==> src/rtl/brg_cgra_csr_pkg.sv <==
// Shared definitions for the CGRA CSR endpoint slave: register word
// indices and controller states.
package brg_cgra_csr_pkg;

  localparam logic [4:0] CSR_CTRL     = 5'd0;
  localparam logic [4:0] CSR_STATUS   = 5'd1;
  localparam logic [4:0] CSR_RESULT   = 5'd2;
  localparam logic [4:0] CSR_CYCLES   = 5'd3;
  localparam logic [4:0] CSR_CFG_BASE = 5'd16;

  typedef enum logic [1:0] {
    ST_IDLE = 2'd0,
    ST_BUSY = 2'd1,
    ST_DONE = 2'd2
  } csr_state_e;

endpackage

==> src/rtl/brg_cgra_csr_slave.sv <==
// CSR endpoint slave for a CGRA: holds configuration words, launches the
// array with a one-cycle go pulse, captures its result and reports status.
// Optional busy-cycle counter enabled by macro BRG_CGRA_CSR_CYCLE_COUNTER_EN.
module brg_cgra_csr_slave
  import brg_cgra_csr_pkg::*;
#(
  parameter int unsigned data_width_p = 32,
  parameter int unsigned addr_width_p = 32,
  parameter int unsigned num_cfg_p    = 8
) (
  input  logic                              clk_i,
  input  logic                              reset_i,
  input  logic                              in_v_i,
  input  logic                              in_we_i,
  input  logic [addr_width_p-1:0]           in_addr_i,
  input  logic [data_width_p-1:0]           in_data_i,
  input  logic [data_width_p/8-1:0]         in_mask_i,
  output logic                              in_yumi_o,
  output logic                              returning_v_o,
  output logic [data_width_p-1:0]           returning_data_o,
  output logic [num_cfg_p*data_width_p-1:0] cfg_o,
  output logic                              go_o,
  input  logic                              done_i,
  input  logic [data_width_p-1:0]           result_i
);

  localparam int unsigned mask_w_lp = data_width_p / 8;

  csr_state_e                                state_r;
  logic                                      err_r;
  logic                                      go_r;
  logic                                      resp_v_r;
  logic [data_width_p-1:0]                   resp_data_r;
  logic [data_width_p-1:0]                   result_r;
  logic [data_width_p-1:0]                   cycles;
  logic [num_cfg_p-1:0][data_width_p-1:0]    cfg_r;
  logic [data_width_p-1:0]                   rdata;

  logic [4:0] idx;
  logic       wr, rd, is_busy, cfg_hit, go_req, start, cfg_wr, err_set;
  logic       unused_addr;

  assign idx         = in_addr_i[4:0];
  assign unused_addr = ^in_addr_i[addr_width_p-1:5];
  assign wr          = in_v_i & in_we_i;
  assign rd          = in_v_i & ~in_we_i;
  assign is_busy     = (state_r == ST_BUSY);
  assign cfg_hit     = idx[4] & (32'(idx[3:0]) < num_cfg_p);
  assign go_req      = wr & (idx == CSR_CTRL) & in_data_i[0];
  assign start       = go_req & ~is_busy;
  assign cfg_wr      = wr & cfg_hit & ~is_busy;
  assign err_set     = is_busy & (go_req | (wr & cfg_hit));

  assign in_yumi_o        = in_v_i;
  assign returning_v_o    = resp_v_r;
  assign returning_data_o = resp_data_r;
  assign go_o             = go_r;
  assign cfg_o            = cfg_r;

  // Controller: go wins over nothing in BUSY, so a same-cycle done/go completes
  // to DONE and the go only raises err.
  always_ff @(posedge clk_i or negedge reset_i) begin
    if (!reset_i) begin
      state_r <= ST_IDLE;
    end else begin
      case (state_r)
        ST_IDLE: if (start) state_r <= ST_BUSY;
        ST_BUSY: if (done_i) state_r <= ST_DONE;
        ST_DONE: begin
          if (start)                           state_r <= ST_BUSY;
          else if (rd && (idx == CSR_STATUS))  state_r <= ST_IDLE;
        end
        default: state_r <= ST_IDLE;
      endcase
    end
  end

  // Go pulse, sticky error flag and captured result.
  always_ff @(posedge clk_i or negedge reset_i) begin
    if (!reset_i) begin
      go_r     <= 1'b0;
      err_r    <= 1'b0;
      result_r <= '0;
    end else begin
      go_r <= start;
      if (start)        err_r <= 1'b0;
      else if (err_set) err_r <= 1'b1;
      if (is_busy && done_i) result_r <= result_i;
    end
  end

`ifdef BRG_CGRA_CSR_CYCLE_COUNTER_EN
  logic [data_width_p-1:0] cycles_r;

  // Saturating count of BUSY cycles, restarted by each accepted go.
  always_ff @(posedge clk_i or negedge reset_i) begin
    if (!reset_i) begin
      cycles_r <= '0;
    end else if (start) begin
      cycles_r <= '0;
    end else if (is_busy && (cycles_r != '1)) begin
      cycles_r <= cycles_r + {{(data_width_p-1){1'b0}}, 1'b1};
    end
  end

  assign cycles = cycles_r;
`else
  assign cycles = '0;
`endif

  // Byte-masked configuration writes, blocked while the array runs.
  always_ff @(posedge clk_i or negedge reset_i) begin
    if (!reset_i) begin
      cfg_r <= '0;
    end else if (cfg_wr) begin
      for (int unsigned n = 0; n < num_cfg_p; n++) begin
        if (idx[3:0] == 4'(n)) begin
          for (int unsigned b = 0; b < mask_w_lp; b++) begin
            if (in_mask_i[b]) cfg_r[n][8*b +: 8] <= in_data_i[8*b +: 8];
          end
        end
      end
    end
  end

  // Read data decode; CTRL and unmapped indices read zero.
  always_comb begin
    rdata = '0;
    case (idx)
      CSR_STATUS: rdata[2:0] = {err_r, (state_r == ST_DONE), is_busy};
      CSR_RESULT: rdata = result_r;
      CSR_CYCLES: rdata = cycles;
      default: begin
        if (cfg_hit) begin
          for (int unsigned n = 0; n < num_cfg_p; n++) begin
            if (idx[3:0] == 4'(n)) rdata = cfg_r[n];
          end
        end
      end
    endcase
  end

  // Registered response, one cycle after every accepted request.
  always_ff @(posedge clk_i or negedge reset_i) begin
    if (!reset_i) begin
      resp_v_r    <= 1'b0;
      resp_data_r <= '0;
    end else begin
      resp_v_r    <= in_v_i;
      resp_data_r <= rd ? rdata : '0;
    end
  end

endmodule
==> config.mk <==
export PLATFORM = sky130hd
export DESIGN_NAME = brg_cgra_csr_slave
export DESIGN_NICKNAME = d
export VERILOG_FILES = /design/src/rtl/brg_cgra_csr_pkg.sv /design/src/rtl/brg_cgra_csr_slave.sv
export SDC_FILE = /design/constraint.sdc
export NUM_CORES = 1
export LEC_CHECK = 0
export CORE_ASPECT_RATIO = 1.2
export CORE_UTILIZATION = 35
export DETAILED_ROUTE_END_ITERATION = 10
export GPL_ROUTABILITY_DRIVEN = 1
export GPL_TIMING_DRIVEN = 0
export SLEW_MARGIN = 40
export SYNTH_ARGS = -nofsm -noshare
export SYNTH_HDL_FRONTEND = slang
export SYNTH_SLANG_ARGS = --single-unit
export TNS_END_PERCENT = 20
==> constraint.sdc <==
create_clock -name clk_i -period 2.2 [get_ports clk_i]
set_input_delay 0.55 -clock clk_i [delete_from_list [all_inputs] [get_ports clk_i]]
set_output_delay 0.55 -clock clk_i [all_outputs]
set_load 0.02 [all_outputs]
==> results of run 1 <==
-- state kept, by name, summed over array words and instances (netlist names) --
name and cells:
err_r 1, result_r 32, state_r 2, returning_v_o 1, go_o 1, cfg_o 256
returning_data_o 32
-- synth_stat cells, types with 6 or more instances --
library cell  number
nand2_2           32
a22oi_1           22
nor4_1             6
dfrtp_1          325
nand2b_1          14
mux2_2           297
clkbuf_1          22
a32o_1            16
o221ai_1          11
a21oi_1           17
nor3_1            37
buf_2             21
o2bb2ai_1         11
o21ai_0           19
nand2_1           32
nand3_1            8
mux2i_1           57
buf_4              7
o22ai_1           24
nor2_1            44
a2bb2oi_1          7
mux2_1            10
-- logic make-up after synthesis --
group,Yosys count
buffers and inverters,64
AO/OA/AOI/OAI,142
AND/OR/NAND/NOR,198
multiplexers,367
flip-flops,325
-- worst max-delay path by stage --
| stage | startpoint | to | cells after the start |
|---|---|---|---|
| 2_1_floorplan | in_addr_i[2] | returning_data_o[13] | 6 |
| 3_3_place_gp | reset_i | returning_data_o[20] | 1 |
| 3_5_place_dp | in_addr_i[1] | returning_data_o[21] | 6 |
| 4_1_cts | in_addr_i[3] | returning_data_o[18] | 5 |
| 5_1_grt | in_addr_i[1] | cfg_o[201] | 6 |
| 6_report | cfg_o[241] | cfg_o[241] | 1 |
-- report_power, final --
| part | switching, mW | total (mW) | internal [mW] |
|---|---|---|---|
| registers | 0.245 | 6.54 | 6.29 |
| clock network | 2.48 | 6.03 | 3.55 |
| logic | 1.11 | 2.05 | 0.942 |
-- area by class of cell --
cell class                      count  area, µm²  share of cell area [%]
Multi-Input combinational cell    707       6370                    30.8
Clock buffer                       57       1100                    5.33
Tap cell                          539        674                    3.26
Timing Repair Buffer              383       3890                    18.9
Clock inverter                      6       65.1                   0.315
Buffer                             57        393                    1.90
Antenna cell                        2       5.00                  0.0242
Sequential cell                   325       8130                    39.4
Inverter                            5       18.8                  0.0909
-- repair_timing --
item                       CTS  global route
cloned                       0             0
hold buffers                 1             0
hold endpoints to repair    58             0
gates resized for setup     46            36
setup buffers                6             5
pin swaps                    1             2
setup endpoints to repair  300           211
-- metrics by stage --
step                utilization [%]  setup WS, ns
floorplan                         -         0.263
global placement               46.2        -13.88
detailed placement             46.6         -1.16
CTS                            49.9       -0.0285
global route                   50.3       -0.0310
finish                         50.3        0.0312
-- layer usage --
metal / GRT usage (%) / wire, µm
met4: 9.26 / 2000
met1: 34.0 / 24000
met5: 0 / 24
met2: 43.2 / 26900
met3: 7.63 / 4340
==> summary.txt, run 1 <==
Floorplanning
  • Die ar.: around 43000 µm²
  • Vertical die dimension: 226 µm
  • FP Rows: 81
  • IO Count: 396
  • Effective utilization at floorplan: 35.7%
  • Die width: 189 µm
  • Core area: 41000 µm²

Yosys
  • Synth unique cells: 50
  • Syn Area/Cell: approximately 13 µm²
  • Cell count after synthesis: 1096
  • EDFF count, synth: 0
  • Post-synthesis sequential area ratio: 55.6%
  • Post-Synth Simple-Gate Area: 7.23%
  • FFs w/ async S/R, synth: 100%
  • Top FF cell, synth: dfrtp_1
  • Synth Register Bits: around 330
  • Synth Area in Adders: 0%
  • Synth Net Count: 1201
  • Multiplexer area fraction after synthesis: approximately 28%
  • Cell Area, Synth: 14600 µm²
  • Main combinational cell family by area after synthesis: multiplexers
  • Synth Area in Compound Gates: 7.03%
  • Area leader, netlist: dfrtp_1
  • Synth top area cells: dfrtp_1 (56%), mux2_2 (23%), mux2i_1 (3.9%)
  • Yosys warns: 0
  • Post-Synth XOR/XNOR Area: 0%
  • Share of Yosys cell area claimed by the top area cell type: a little under three fifths

Routing
  • Routed Antenna Nets: 0
  • Iter 0 DRT Violations: 750
  • Vias: 11300
  • Drc violations: 0
  • WL per Instance: 27.6 µm
  • DRT Wirelength: 57400 µm
  • Vias/cell: 5.43
  • Pre-antenna DRT Iters: 5

STA
  • Clock Skew: 0.0168 ns
  • Worst-margin pin slew: about 0.72 ns
  • Fin crit period: 2.17 ns
  • Final TNS setup: 0 ns
  • Slew Viols, Final: 0
  • Maximum clock rate: 461 MHz
  • Normalized max-slew margin: 51.7%
  • Post-route clock period utilization: a little over nine tenths
  • Hold Vio Cnt, Final: 0
  • RSZ-0062 raised after global routing: true
  • Final hold slack: 0.281 ns
  • Setup violators final: 0

Worst setup path
  • Slowest-stage cell, CP: clkdlybuf4s50_1
  • Worst path cell trace: clkdlybuf4s50_1
  • Max FO, Critical Path: 4
  • R2r setup slk: 0.20 ns
  • CP top delay family: buffers and inverters
  • WS Path Type: reg2out
  • Worst r2r src: state_r[1]
  • Reg2Reg Capture Point: cfg_o[53]
  • CP Buf/Inv Count: 1
  • WP data arrival: 1.62 ns
  • Largest stage delay, worst path: 0.70 ns
  • Worst setup EP type: output port
  • Required @ worst endpoint: 1.65 ns
  • Critical Path Source Type: flip-flop
  • Reg2Reg Depth: 6

GRT
  • GRT Residual Overflow: 0
  • Largest net degree at the start of global routing: 73
  • Initial antenna violation count: 7
  • First-pass GRT wire length: 81200 µm
  • Gr usage total: between 20% and 30%
  • Vias in the first global route: approximately 12000

Run status
  • Status: finished clean

Hold path
  • Worst min path class: in2reg
  • Worst Hold Launch: in_v_i
  • Hold Path End: returning_v_o
  • Hold path cells: 1

Placed design
  • GPL Wtd Cong: roughly 0.8
  • Placed Cells: 2006
  • Dpl hpwl: about 40000 µm
  • Placed instance area: 19100 µm²
  • Number of port buffers: 365

Cells and area
  • Share of cells above drive strength 1: 30.6%
  • Most frequent cells in the layout: clkdlybuf4s50_1 (354), dfrtp_1 (325), mux2_2 (297), mux2i_1 (57), nor2_1 (40)
  • Final non-filler cell area: a little over 20000 µm²
  • Layout area overhead: 41.1%
  • Most common cell after layout, fill and taps aside: clkdlybuf4s50_1
  • Final net count: 1620
  • Fill cell count: 3662
  • Final Non-Filler Cells: 2081

Clocking
  • CTS tree: yes
  • Root buf cell: clkbuf_16
  • Clock-pin slew of the registers on the worst-case setup and hold paths: ~0.06 ns
  • Clk sinks: 325
  • H-Tree Depth: 2
  • Clk_lat worst skew: 0.54 ns
  • CTS buffer count: 36
  • Max Root-Sink Buffers: 3

Power
  • Power Dens Cells: 708 nW/µm²
  • Worst VDD drop: 0.542 mV
  • Tot Pwr: 14.6 mW
  • Leakage: 9.82 nW

Job
  • Max Cap Viol: 0
Power figures use the tool's default switching activity.
==> run 2: changes to the inputs <==
CORE_UTILIZATION = 40   (was 35)
PLACE_DENSITY = 0.68   (was not set)
==> run 2 against run 1 <==
  * Maximum frequency barely moved
  * Critical endpoint is now cfg_o[191]
  * Sequential share of layout area up 0.52 points
  * Non-clock buffer count down 3
  * Utilization grew 6.4 points
  * Clock power is 5.1% lower
  * First-iteration DRC count fell by 1.2%
  * Final cell count shrank 3.8%
  * Largest power group unchanged
  * Count of clock-buffer cells in the layout decreased by 5
  * Global-route usage is 2.8 points higher
==> summary.txt, run 2 (same netlist as run 1, synthesis figures left out) <==
Cells and area
  • Most frequent cells in the layout: clkdlybuf4s50_1 (353), dfrtp_1 (325), mux2_2 (297), mux2i_1 (57), nor2_1 (40)
  • Fin util: 56.7% (+6.4 points)
  • Fill cell count: 3012 (-18%)
  • Layout area overhead: 39.3%
  • Most common cell after layout, fill and taps aside: clkdlybuf4s50_1
  • Max FFs per register: 256 (unchanged)
  • Final net count: 1617 (-0.19%)
  • Final non-filler cell area: 20400 µm² (-1.3%)
  • Share of cells above drive strength 1: 30.1% (-0.49 points)

Worst setup path
  • WS Path Type: reg2out
  • Worst setup EP type: output port
  • Largest stage delay, worst path: 0.67 ns (-0.03 ns)
  • Max FO, Critical Path: 4 (unchanged)
  • WP data arrival: 1.62 ns (about the same)
  • CP Buf/Inv Count: 1 (unchanged)
  • Worst r2r src: state_r[0]
  • CP top delay family: buffers and inverters
  • Worst path cell trace: clkdlybuf4s50_1
  • Reg2Reg Depth: 6 (unchanged)
  • Slowest-stage cell, CP: clkdlybuf4s50_1
  • Reg2Reg Capture Point: cfg_o[126]
  • Required @ worst endpoint: 1.65 ns (about the same)
  • Critical Path Source Type: flip-flop
  • R2r setup slk: 0.16 ns (-0.04 ns)

Power
  • Sw Ratio: 26.3% (+0.092 points)
  • Power Dens Cells: 701 nW/µm² (-0.95%)
  • Sw power: 3.76 mW (-1.9%)
  • Power share of the combinational group: 14.2% (+0.2 points)
  • Int Power: 10.5 mW (-2.4%)
  • Leakage: 9.69 nW (-1.3%)
  • Clock network power share: 40.0% (-1.2 points)
  • Worst VDD drop: 0.513 mV (-5.3%)
  • Seq pwr share: 45.8% (+1.1 points)

Hold path
  • Worst Hold Launch: in_v_i
  • Worst min path class: in2reg
  • Hold path cells: 1 (unchanged)
  • Hold Path End: returning_v_o

Routing
  • Iter 0 DRT Violations: 741 (-1.2%)
  • Vias: 11400 (+0.97%)
  • Routed Antenna Nets: 0 (unchanged)
  • Drc violations: 0 (unchanged)
  • WL per Instance: 27.5 µm (-0.11%)
  • DRT Wirelength: 55100 µm (-3.9%)
  • Pre-antenna DRT Iters: 6 (+1)
  • Vias/cell: 5.70 (+5.0%)

STA
  • Setup violators final: 0 (unchanged)
  • Final hold slack: 0.371 ns (+0.0897 ns)
  • Maximum clock rate: 461 MHz (about the same)
  • Post-route clock period utilization: 98.5% (about the same)
  • Normalized max-slew margin: 40.8% (-11 points)
  • Hold Vio Cnt, Final: 0 (unchanged)
  • Slew Viols, Final: 0 (unchanged)
  • Fin crit period: 2.17 ns (-0.00177 ns)
  • Final TNS setup: 0 ns (unchanged)
  • Final worst-path setup slack: 0.0330 ns (+0.00177 ns)
  • RSZ-0062 raised after global routing: true
  • Worst-margin pin slew: 0.889 ns (+0.165 ns)
  • Clock Skew: 0.0269 ns (+0.0102 ns)

Placed design
  • Placed instance area: 19100 µm² (-0.39%)
  • Number of port buffers: 365 (unchanged)
  • GPL Wtd Cong: 0.850 (+3.5%)
  • Pre-CTS setup slack: -1.09 ns (+0.0615 ns)
  • Dpl hpwl: 38400 µm (-3.5%)

Floorplanning
  • Vertical die dimension: 212 µm (-6.4%)
  • Effective utilization at floorplan: 40.7% (+5.1 points)
  • Die ar.: 37400 µm² (-12%)
  • Die width: 177 µm (-6.4%)
  • IO Count: 396 (unchanged)
  • Core area: 35900 µm² (-12%)
  • FP Rows: 76 (-6.2%)

GRT
  • First-pass GRT wire length: 79100 µm (-2.7%)
  • Vias in the first global route: 11800 (+1.8%)
  • Largest net degree at the start of global routing: 70 (-4.1%)
  • Gr usage total: 29.5% (+2.8 points)
  • GRT Residual Overflow: 0 (unchanged)
  • Initial antenna violation count: 4 (-3)

Clocking
  • Max Root-Sink Buffers: 3 (unchanged)
  • CTS tree: yes
  • H-Tree Depth: 2 (unchanged)
  • Clock-pin slew of the registers on the worst-case setup and hold paths: 0.06 ns (about the same)
  • CTS buffer count: 36 (unchanged)
  • Clk_lat worst skew: 0.54 ns (about the same)
  • Root buf cell: clkbuf_16
  • Clk sinks: 325 (unchanged)

Run status
  • Status: finished clean

Job
  • Max Cap Viol: 0 (unchanged)
[run 2: worst max path at each step]
stage / startpoint / to / slack [ns] / cells after the start
2_1_floorplan: in_addr_i[2] / returning_data_o[13] / 0.26 / 6
3_3_place_gp: reset_i / returning_data_o[20] / -13.67 / 1
3_5_place_dp: in_addr_i[1] / returning_data_o[21] / -1.09 / 6
4_1_cts: in_we_i / returning_data_o[21] / -0.06 / 6
5_1_grt: in_addr_i[1] / returning_data_o[2] / -0.004 / 8
6_report: cfg_o[191] / cfg_o[191] / 0.03 / 1
[run 2: layout make-up]
cell class | instances | area [µm²] | area share (%)
well taps | 468 | 586 | 2.87
clock inverters | 6 | 62.6 | 0.307
inverters | 5 | 18.8 | 0.0921
plain buffers | 56 | 364 | 1.79
repair buffers | 381 | 3900 | 19.1
diodes | 2 | 5.00 | 0.0245
flip-flops and latches | 325 | 8130 | 39.9
clock buffers | 52 | 1010 | 4.96
multi-input cells | 707 | 6310 | 31.0
[run 2: power groups by stage]
stage               logic [mW]  clock network [mW]  registers, mW
floorplan                0.622                   0           6.86
global placement          1.95                   0           6.64
detailed placement        2.01                   0           6.64
CTS                       2.03                5.80           6.53
global route              2.14                6.07           6.57
finish                    2.03                5.72           6.54
[run 2: metal layers]
metal,wire length [µm],vias to the layer above,part of all wire [%],global-route usage (%)
li1,-,4899,-,-
met1,22000,5827,40,37.2
met2,25800,533,47,47.1
met3,4620,140,8.4,7.67
met4,2680,4,4.9,14.3
met5,26,-,0.047,0
[run 2: what timing repair did]
item,in CTS,in global routing
hold buffers,1,0
resized for setup,38,29
hold endpoints to repair,32,0
buffers inserted,9,0
cloned,0,0
setup endpoints to repair,301,292
pin swaps,2,1
[run 2: per-stage QoR]
step | cells | power [mW]
finish | 2002 | 14.3
detailed placement | 1935 | 8.64
global placement | 1929 | 8.58
global route | 2002 | 14.8
floorplan | 1096 | 7.48
CTS | 2000 | 14.4
